File: src/rtl/lsu_pkg.sv
// Shared types and helpers for the load/store unit.
// Little-endian lane numbering: lane = byte address [1:0].
package lsu_pkg;

    typedef enum logic [1:0] {
        SZ_BYTE = 2'd0,
        SZ_HALF = 2'd1,
        SZ_WORD = 2'd2,
        SZ_RSVD = 2'd3
    } size_t;

    typedef enum logic [1:0] {
        IDLE   = 2'd0,
        ACCESS = 2'd1,
        RESP   = 2'd2
    } state_t;

    function automatic logic [3:0] byte_enable(
        input size_t      size,
        input logic [1:0] addr_lo
    );
        logic [3:0] be;
        be = 4'b0000;
        case (size)
            SZ_BYTE: be = 4'b0001 << addr_lo;
            SZ_HALF: be = addr_lo[1] ? 4'b1100 : 4'b0011;
            SZ_WORD: be = 4'b1111;
            default: be = 4'b0000;
        endcase
        return be;
    endfunction

    function automatic logic misaligned(
        input size_t      size,
        input logic [1:0] addr_lo
    );
        logic bad;
        bad = 1'b0;
        case (size)
            SZ_HALF: bad = addr_lo[0];
            SZ_WORD: bad = |addr_lo;
            default: bad = 1'b0;
        endcase
        return bad;
    endfunction

endpackage

File: src/rtl/load_store_unit_extend.sv
// Load data lane extraction and sign/zero extension.
// Generalises the old byte-only load extend path to half and word.
module lsu_extend
    import lsu_pkg::*;
(
    input  logic [31:0] word,
    input  logic [1:0]  addr_lo,
    input  size_t       size,
    input  logic        is_unsigned,
    output logic [31:0] result
);

    logic [7:0]  lane_b;
    logic [15:0] lane_h;

    // Select the addressed lane(s) and extend to 32 bits.
    always_comb begin
        lane_b = word[7:0];
        lane_h = word[15:0];
        result = '0;
        case (addr_lo)
            2'd0:    lane_b = word[7:0];
            2'd1:    lane_b = word[15:8];
            2'd2:    lane_b = word[23:16];
            default: lane_b = word[31:24];
        endcase
        if (addr_lo[1]) begin
            lane_h = word[31:16];
        end
        case (size)
            SZ_BYTE: result = {{24{lane_b[7] & ~is_unsigned}}, lane_b};
            SZ_HALF: result = {{16{lane_h[15] & ~is_unsigned}}, lane_h};
            SZ_WORD: result = word;
            default: result = '0;
        endcase
    end

endmodule

File: src/rtl/load_store_unit.sv
// Handshaked multi-cycle load/store unit: IDLE -> ACCESS -> RESP.
// All core and memory facing outputs come straight from flops.
module load_store_unit
    import lsu_pkg::*;
#(
    parameter int ADDR_WIDTH     = 32,
    parameter int TIMEOUT_CYCLES = 255
) (
    input  logic                  CLK,
    input  logic                  RESET,
    input  logic                  req_valid,
    output logic                  req_ready,
    input  logic                  req_write,
    input  logic [1:0]            req_size,
    input  logic                  req_unsigned,
    input  logic [ADDR_WIDTH-1:0] req_addr,
    input  logic [31:0]           req_wdata,
    output logic                  resp_valid,
    output logic [31:0]           resp_rdata,
    output logic                  resp_error,
    output logic                  mem_req,
    output logic                  mem_we,
    output logic [3:0]            mem_be,
    output logic [ADDR_WIDTH-1:0] mem_addr,
    output logic [31:0]           mem_wdata,
    input  logic                  mem_ready,
    input  logic [31:0]           mem_rdata
);

    localparam int CW = (TIMEOUT_CYCLES > 1) ? $clog2(TIMEOUT_CYCLES) : 1;
    localparam logic [CW-1:0] TO_LAST = CW'(TIMEOUT_CYCLES - 1);

    state_t                  state_q, state_d;
    logic                    req_ready_q, req_ready_d;
    logic                    resp_valid_q, resp_valid_d;
    logic [31:0]             resp_rdata_q, resp_rdata_d;
    logic                    resp_error_q, resp_error_d;
    logic                    mem_req_q, mem_req_d;
    logic                    mem_we_q, mem_we_d;
    logic [3:0]              mem_be_q, mem_be_d;
    logic [ADDR_WIDTH-1:0]   mem_addr_q, mem_addr_d;
    logic [31:0]             mem_wdata_q, mem_wdata_d;
    logic [CW-1:0]           cnt_q, cnt_d;
    logic                    wr_q, wr_d;
    size_t                   size_q, size_d;
    logic                    uns_q, uns_d;
    logic [1:0]              lo_q, lo_d;

    size_t       in_size;
    logic        fire;
    logic        bad_req;
    logic [31:0] rep_wdata;
    logic [31:0] ext_data;

    assign in_size = size_t'(req_size);
    assign fire    = req_valid & req_ready_q;
    assign bad_req = (in_size == SZ_RSVD)
                   | misaligned(in_size, req_addr[1:0]);

    lsu_extend u_extend (
        .word        (mem_rdata),
        .addr_lo     (lo_q),
        .size        (size_q),
        .is_unsigned (uns_q),
        .result      (ext_data)
    );

    // Replicate right-justified store data across the lanes it may hit.
    always_comb begin
        rep_wdata = req_wdata;
        case (in_size)
            SZ_BYTE: rep_wdata = {4{req_wdata[7:0]}};
            SZ_HALF: rep_wdata = {2{req_wdata[15:0]}};
            default: rep_wdata = req_wdata;
        endcase
    end

    // Next-state, request capture, timeout and response computation.
    always_comb begin
        state_d      = state_q;
        resp_rdata_d = resp_rdata_q;
        resp_error_d = resp_error_q;
        mem_we_d     = mem_we_q;
        mem_be_d     = mem_be_q;
        mem_addr_d   = mem_addr_q;
        mem_wdata_d  = mem_wdata_q;
        cnt_d        = cnt_q;
        wr_d         = wr_q;
        size_d       = size_q;
        uns_d        = uns_q;
        lo_d         = lo_q;
        case (state_q)
            IDLE: begin
                if (fire) begin
                    wr_d   = req_write;
                    size_d = in_size;
                    uns_d  = req_unsigned;
                    lo_d   = req_addr[1:0];
                    if (bad_req) begin
                        state_d      = RESP;
                        resp_rdata_d = '0;
                        resp_error_d = 1'b1;
                    end else begin
                        state_d     = ACCESS;
                        cnt_d       = '0;
                        mem_we_d    = req_write;
                        mem_be_d    = byte_enable(in_size, req_addr[1:0]);
                        mem_addr_d  = {req_addr[ADDR_WIDTH-1:2], 2'b00};
                        mem_wdata_d = rep_wdata;
                    end
                end
            end
            ACCESS: begin
                if (mem_ready) begin
                    state_d      = RESP;
                    resp_rdata_d = wr_q ? 32'd0 : ext_data;
                    resp_error_d = 1'b0;
                end else if (cnt_q == TO_LAST) begin
                    state_d      = RESP;
                    resp_rdata_d = '0;
                    resp_error_d = 1'b1;
                end else begin
                    cnt_d = cnt_q + 1'b1;
                end
            end
            RESP: begin
                state_d = IDLE;
            end
            default: begin
                state_d = IDLE;
            end
        endcase
        req_ready_d  = (state_d == IDLE);
        mem_req_d    = (state_d == ACCESS);
        resp_valid_d = (state_d == RESP);
    end

    // State and output registers; reset clears everything immediately.
    always_ff @(posedge CLK or posedge RESET) begin
        if (RESET) begin
            state_q      <= IDLE;
            req_ready_q  <= 1'b0;
            resp_valid_q <= 1'b0;
            resp_rdata_q <= '0;
            resp_error_q <= 1'b0;
            mem_req_q    <= 1'b0;
            mem_we_q     <= 1'b0;
            mem_be_q     <= '0;
            mem_addr_q   <= '0;
            mem_wdata_q  <= '0;
            cnt_q        <= '0;
            wr_q         <= 1'b0;
            size_q       <= SZ_BYTE;
            uns_q        <= 1'b0;
            lo_q         <= '0;
        end else begin
            state_q      <= state_d;
            req_ready_q  <= req_ready_d;
            resp_valid_q <= resp_valid_d;
            resp_rdata_q <= resp_rdata_d;
            resp_error_q <= resp_error_d;
            mem_req_q    <= mem_req_d;
            mem_we_q     <= mem_we_d;
            mem_be_q     <= mem_be_d;
            mem_addr_q   <= mem_addr_d;
            mem_wdata_q  <= mem_wdata_d;
            cnt_q        <= cnt_d;
            wr_q         <= wr_d;
            size_q       <= size_d;
            uns_q        <= uns_d;
            lo_q         <= lo_d;
        end
    end

    assign req_ready  = req_ready_q;
    assign resp_valid = resp_valid_q;
    assign resp_rdata = resp_rdata_q;
    assign resp_error = resp_error_q;
    assign mem_req    = mem_req_q;
    assign mem_we     = mem_we_q;
    assign mem_be     = mem_be_q;
    assign mem_addr   = mem_addr_q;
    assign mem_wdata  = mem_wdata_q;

endmodule

File: config.mk
export PLATFORM = sky130hd
export DESIGN_NAME = load_store_unit
export DESIGN_NICKNAME = d
export VERILOG_FILES = /design/src/rtl/lsu_pkg.sv /design/src/rtl/load_store_unit_extend.sv /design/src/rtl/load_store_unit.sv
export SDC_FILE = /design/constraint.sdc
export NUM_CORES = 1
export LEC_CHECK = 0
export BUFFER_PORTS_ARGS = -buffer_cell sky130_fd_sc_hd__buf_2
export CAP_MARGIN = 20
export CORE_MARGIN = 1.5
export CORE_UTILIZATION = 35
export CTS_BUF_LIST = sky130_fd_sc_hd__clkbuf_16
export DETAILED_ROUTE_END_ITERATION = 10
export PLACE_DENSITY_LB_ADDON = 0.2
export REMOVE_ABC_BUFFERS = 1
export SYNTH_ARGS = -nofsm -noshare
export SYNTH_HDL_FRONTEND = slang
export SYNTH_SLANG_ARGS = --single-unit
File: constraint.sdc
create_clock -name CLK -period 9.01 [get_ports CLK]
set_input_delay 0.4505 -clock CLK [delete_from_list [all_inputs] [get_ports CLK]]
set_output_delay 0.4505 -clock CLK [all_outputs]
set_load 0.02 [all_outputs]
After elaboration in Yosys (flattened, before gate mapping)
Index checks and enable logic that the tools add are counted.
- logic and storage cells: 79
- bits of input ports: 104
- bits in registers: 119
- reduce and logical (&&, ||, !) cells: 11
- add/sub/neg operators: 1
- shifts and indexed selects: 1
- equal/unequal tests: 17
- multiplexer cells: 28
- bitwise gates (word level): 6
- operator list (operator ; number):
    $mux W32 ; 5
    $pmux W32 S2 ; 2
    $pmux W32 S3 ; 1
    $mux W8 ; 4
    $pmux W8 S3 ; 1
    $mux W16 ; 1
    $pmux W8 S2 ; 1
    $pmux W4 S3 ; 1
    $eq A2 B1 Y1 const B ; 5
    $eq A2 B2 Y1 const B ; 5
    $logic_not A2 Y1 ; 5
    $ne A2 B2 Y1 const B ; 5
    $add A8 B1 Y8 const B ; 1
    $eq A8 B8 Y1 const B ; 1
    $mux W2 ; 4
    $reduce_and A5 Y1 ; 1
    $mux W1 ; 4
    $mux W4 ; 1
    $pmux W1 S2 ; 2
    $pmux W2 S2 ; 1
    $reduce_and A4 Y1 ; 1
    $shl A1 B2 Y4 const A ; 1
    $and A1 B1 Y1 ; 3
    $ne A3 B3 Y1 const B ; 1
    other kinds (6) ; 7

Depth between registers and ports, before layout
- word-level depth: 7
- mapped depth: 9

Hierarchy
A second synthesis with hierarchy kept.
- cells, all modules: 486
- area, all modules: 5630.4 um^2
- by module, submodules not included (module ; cells each ; seq. area each (um^2) ; instances ; area an instance (um^2)):
    load_store_unit ; 392 ; 2977.9 ; 1 ; 4909.7
    lsu_extend ; 94 ; 0.0 ; 1 ; 720.7

Least setup slack after synthesis
No wires, ideal clock.
- path kind: input to register
- from: input req_size[0]
- to: register mem_wdata_q[0] (netlist: mem_wdata[0])
- data arrival time: 1888 ps
- buffers on the path: 2
- stages on the path: 8
- data required time: 8885 ps
- path slack: 6997 ps
- cells stage by stage: inv_1 -> ha_1 -> o21a_1 -> o22a_4 -> nand2b_1 -> buf_6 -> buf_6 -> mux2_4
- cells in the longest elaborated chain, start to end: 5
- elaborated cells between the ends (all ways): 7
- ends and longest elaborated chain (item ; line ; source):
    start, declared ; load_store_unit.sv:14 ; input logic [1:0] req_size,
    $eq A2 B2 Y1 / $eq A2 B1 Y1 (equally long branches) ; lsu_pkg.sv:39 ; case (size)
    $pmux W1 S2 ; lsu_pkg.sv:39 ;
    $or A1 B1 Y1 * ; load_store_unit.sv:58 ; | misaligned(in_size, req_addr[1:0]);
    $not A1 Y1 (no source line) * ; -- ;
    $reduce_and A3 Y1 (no source line) * ; -- ;
    end signal, assigned ; load_store_unit.sv:166 ; mem_wdata_q <= mem_wdata_d;
    end, declared ; load_store_unit.sv:42 ; logic [31:0] mem_wdata_q, mem_wdata_d;
Mark *: on every way between the ends. The rest lies on a longest branch, timed or not.
A chain may end at the register's enable or synchronous reset.

Worst setup path after layout
- from: input req_size[1]
- to: register mem_addr_q[3] (netlist: mem_addr[3])
- cells in the longest elaborated chain, start to end: 5
- elaborated cells between the ends (all ways): 7
- ends and longest elaborated chain (item ; line ; source):
    $eq A2 B2 Y1 / $eq A2 B1 Y1 (equally long branches) ; lsu_pkg.sv:39 ;
    $pmux W1 S2 ; lsu_pkg.sv:39 ;
    $or A1 B1 Y1 * ; load_store_unit.sv:58 ;
    $not A1 Y1 (no source line) * ; -- ;
    $reduce_and A3 Y1 (no source line) * ; -- ;
    end signal, assigned ; load_store_unit.sv:165 ; mem_addr_q <= mem_addr_d;
    end, declared ; load_store_unit.sv:41 ; logic [ADDR_WIDTH-1:0] mem_addr_q, mem_addr_d;
Marked as above.

==> key figures <==
Outcome
  • Run status: completed

Critical path
  • Kind of critical path: in -> reg
  • Worst reg2reg path endpoint: mem_addr[3]$_DFFE_PP0P_
  • R2R Setup Slk: between 6 and 7 ns
  • CP Launch Type: input port
  • Cell Chain, Critical Path: buf_2 > inv_1 > ha_1 > o21a_1 > o22a_4 > nor2b_4 > buf_4 > mux2_2
  • CP peak stage delay: between 0.6 and 0.7 ns
  • Crit path max fanout: 84
  • Required time worst endpoint: ~9.3 ns
  • Worst r2r path cells: 4
  • CP max-delay cell: buf_4
  • Crit path DAT: 2.85 ns
  • Critical Path End Type: flip-flop
  • Reg-to-reg startpoint: state_q[1]$_DFF_PP0_

Layout
  • Ratio of cells with drive above 1 in the final layout: between 30 and 40%
  • Filler cells: 1547
  • Final Net Count: 866
  • Area delta synth->final: 30.0%
  • Antenna cells: 0
  • Final Instance Area: 7560 sq um

Clock network
  • # H-tree levels: 4
  • CTS-repair resized insts: 0
  • CTS max path bufs: 2
  • CTS Hold Bufs: 0
  • TritonCTS Sinks: 119
  • Clk root buf: clkbuf_16
  • Reg clk slew, reported paths: ~0.060 ns
  • CTS Buf Count: 17
  • Clk_lat worst skew: 0.41 ns
  • Postcts setup bufs: 0
  • CTS tree: yes

Die
  • Initial Util: 36.2%
  • Die Span Y: roughly 130 microns
  • I/O pin total: around 210
  • Row cnt: 46
  • Core area: 16100 sq um
  • Die width: 132 microns
  • Die area: roughly 17000 sq um

Logic synthesis
  • Yosys warns: 0
  • Synth unique cells: 57
  • Post-Syn Area per Cell: a little over 10 sq um
  • Most used flip-flop cell after synthesis: dfrtp_1
  • Top cells by count, synth: dfrtp_1, nand2_1, mux2_2, nor2_1, o21ai_0
  • Synth Register Bits: 119
  • Cells after Synth: 563
  • Largest area contributor in the netlist: dfrtp_1
  • Mapped Area: a little under 6000 sq um
  • Async set or reset register ratio after synthesis: 100%
  • Top cells by area, synth: dfrtp_1, mux2_2, nand2_1
  • Sequential area share after synthesis: 51.2%
  • Share of the synthesized area in the top cell type: 51.2%
  • Post-synth EDFFs: 0
  • Count leader, synth: dfrtp_1

Placement
  • Routability cong.: 0.814
  • Port bufs: 206
  • Dpl cell area: 6940 sq um
  • Setup WS pre-CTS: between 6 and 7 ns
  • Post-DP HPWL: 11800 microns

Power
  • VDD IR-drop max: ~0.18 mV
  • Pleak: 3.77 nW
  • Total power: 2.91 mW
  • P per Cell Area: 384 nW/um^2

GRT
  • Global-route usage over all layers: 19.1%
  • Vias in the first global route: approximately 5100
  • Global-route wire length before repair: 26200 microns
  • Gr ovfl total: 0
  • Largest net degree at the start of global routing: 85
  • Antenna violations before repair: 0

Drt
  • Vias per inst: 5.04
  • DRC errors left: 0
  • Final ANT Viol Nets: 0
  • Wire per inst: 16.7 microns
  • DRT Pass-1 Iters: 5
  • DR vias: 4960
  • DRT iter0 DRCs: 233
  • WL final: around 16000 microns

STA
  • Slew at the pin with the worst max-slew slack: 0.914 ns
  • RSZ-0062 raised after global routing: false
  • Tcrit/Tclk final: about 28%
  • Setup slack after layout: 6.45 ns
  • Setup violators final: 0
  • Post-route minimum period: 2.56 ns
  • FMAX: just under 400 MHz
  • Final Slew Violations: 0
  • Setup tns final: 0 ns
  • Slew margin rel.: approximately two fifths
  • Hold slack: 0.177 ns
  • Worst Skew: 0.00973 ns
  • Final hold violation count: 0

Flow run
  • Max-cap viol count: 0

Min path
  • Worst min-delay path class: in -> async
==> worst max path at each step <==
stage               slack [ns]                         end           startpoint
floorplan                 5.40        cnt_q[0]$_DFFE_PP0P_                RESET
global placement          6.09     mem_addr[3]$_DFFE_PP0P_          req_size[1]
detailed placement        6.01    mem_addr[26]$_DFFE_PP0P_          req_size[1]
CTS                       6.34  resp_rdata[24]$_DFFE_PP0P_  lo_q[1]$_DFFE_PP0P_
global route              6.30    mem_addr[14]$_DFFE_PP0P_          req_size[1]
finish                    6.45     mem_addr[3]$_DFFE_PP0P_          req_size[1]
==> registers in the layout (all words and copies together) (netlist names) <==
register,count
uns_q,1
lo_q,2
state_q,2
resp_rdata,32
size_q,2
req_ready,1
mem_req,1
mem_wdata,32
resp_error,1
resp_valid,1
wr_q,1
cnt_q,8
mem_addr,30
mem_be,4
mem_we,1
==> worst max-delay path: cells and delay by family <==
family                   cells  cell delay (ns)
multiplexers                 1             0.41
AO/OA/AOI/OAI                2             0.54
adder cells (fa/ha/maj)      1             0.39
AND/OR/NAND/NOR              1             0.12
buffers and inverters        3             0.85
==> logic make-up after synthesis <==
family	Yosys count	share of synthesized area, %
compound gates	133	15.8
xor+xnor	1	0.151
fa+ha+maj	6	1.29
buf+inv	54	5.01
flops	119	51.2
mux	62	11.8
other cells	1	0.0644
simple gates	187	14.7
==> report_power, final <==
part | leakage (nW) | switching, mW | internal (mW)
clock network | 0.291 | 0.243 | 0.458
registers | 1.46 | 0.197 | 0.787
logic | 2.01 | 0.742 | 0.481
total | 3.77 | 1.18 | 1.73
==> metal layers <==
layer	share of wire (%)	GRT usage, %
met5	0	0
met4	1.1	6.60
met3	8.5	6.54
met2	47	31.4
met1	43	23.5
==> layout by cell type, fill, tap and decap left out, types with 3 or more instances in the layout <==
cell,netlist,routed
a211oi_1,10,10
a21o_1,3,3
a21oi_1,30,30
a221o_1,7,7
a221oi_1,13,13
a22oi_1,9,9
a31oi_1,8,8
buf_2,12,206
buf_4,9,5
bufinv_16,0,4
clkbuf_16,0,17
clkinv_4,0,3
clkinvlp_4,0,3
dfrtp_1,119,119
ha_1,6,6
inv_1,14,14
mux2_2,44,44
mux2i_1,16,16
nand2_1,103,103
nand2b_1,11,11
nand4_1,3,3
nor2_1,42,42
nor2b_1,4,4
o21ai_0,36,36
or3_1,6,6
==> cell type report <==
class | count | area [sq um] | share of cell area, %
Tap cell | 216 | 270 | 3.57
Timing Repair Buffer | 212 | 1080 | 14.3
Multi-Input combinational cell | 391 | 2570 | 33.9
Clock buffer | 17 | 425 | 5.62
Inverter | 15 | 58.8 | 0.777
Clock inverter | 14 | 185 | 2.45
Sequential cell | 119 | 2980 | 39.4
==> per-stage QoR <==
step | utilization (%) | cells
3_3_place_gp | 43.2 | 951
5_1_grt | 47.1 | 984
2_1_floorplan | - | 525
3_5_place_dp | 43.2 | 951
6_report | 47.1 | 984
4_1_cts | 47.0 | 982
No activity file was read; power rests on OpenSTA's default activity.
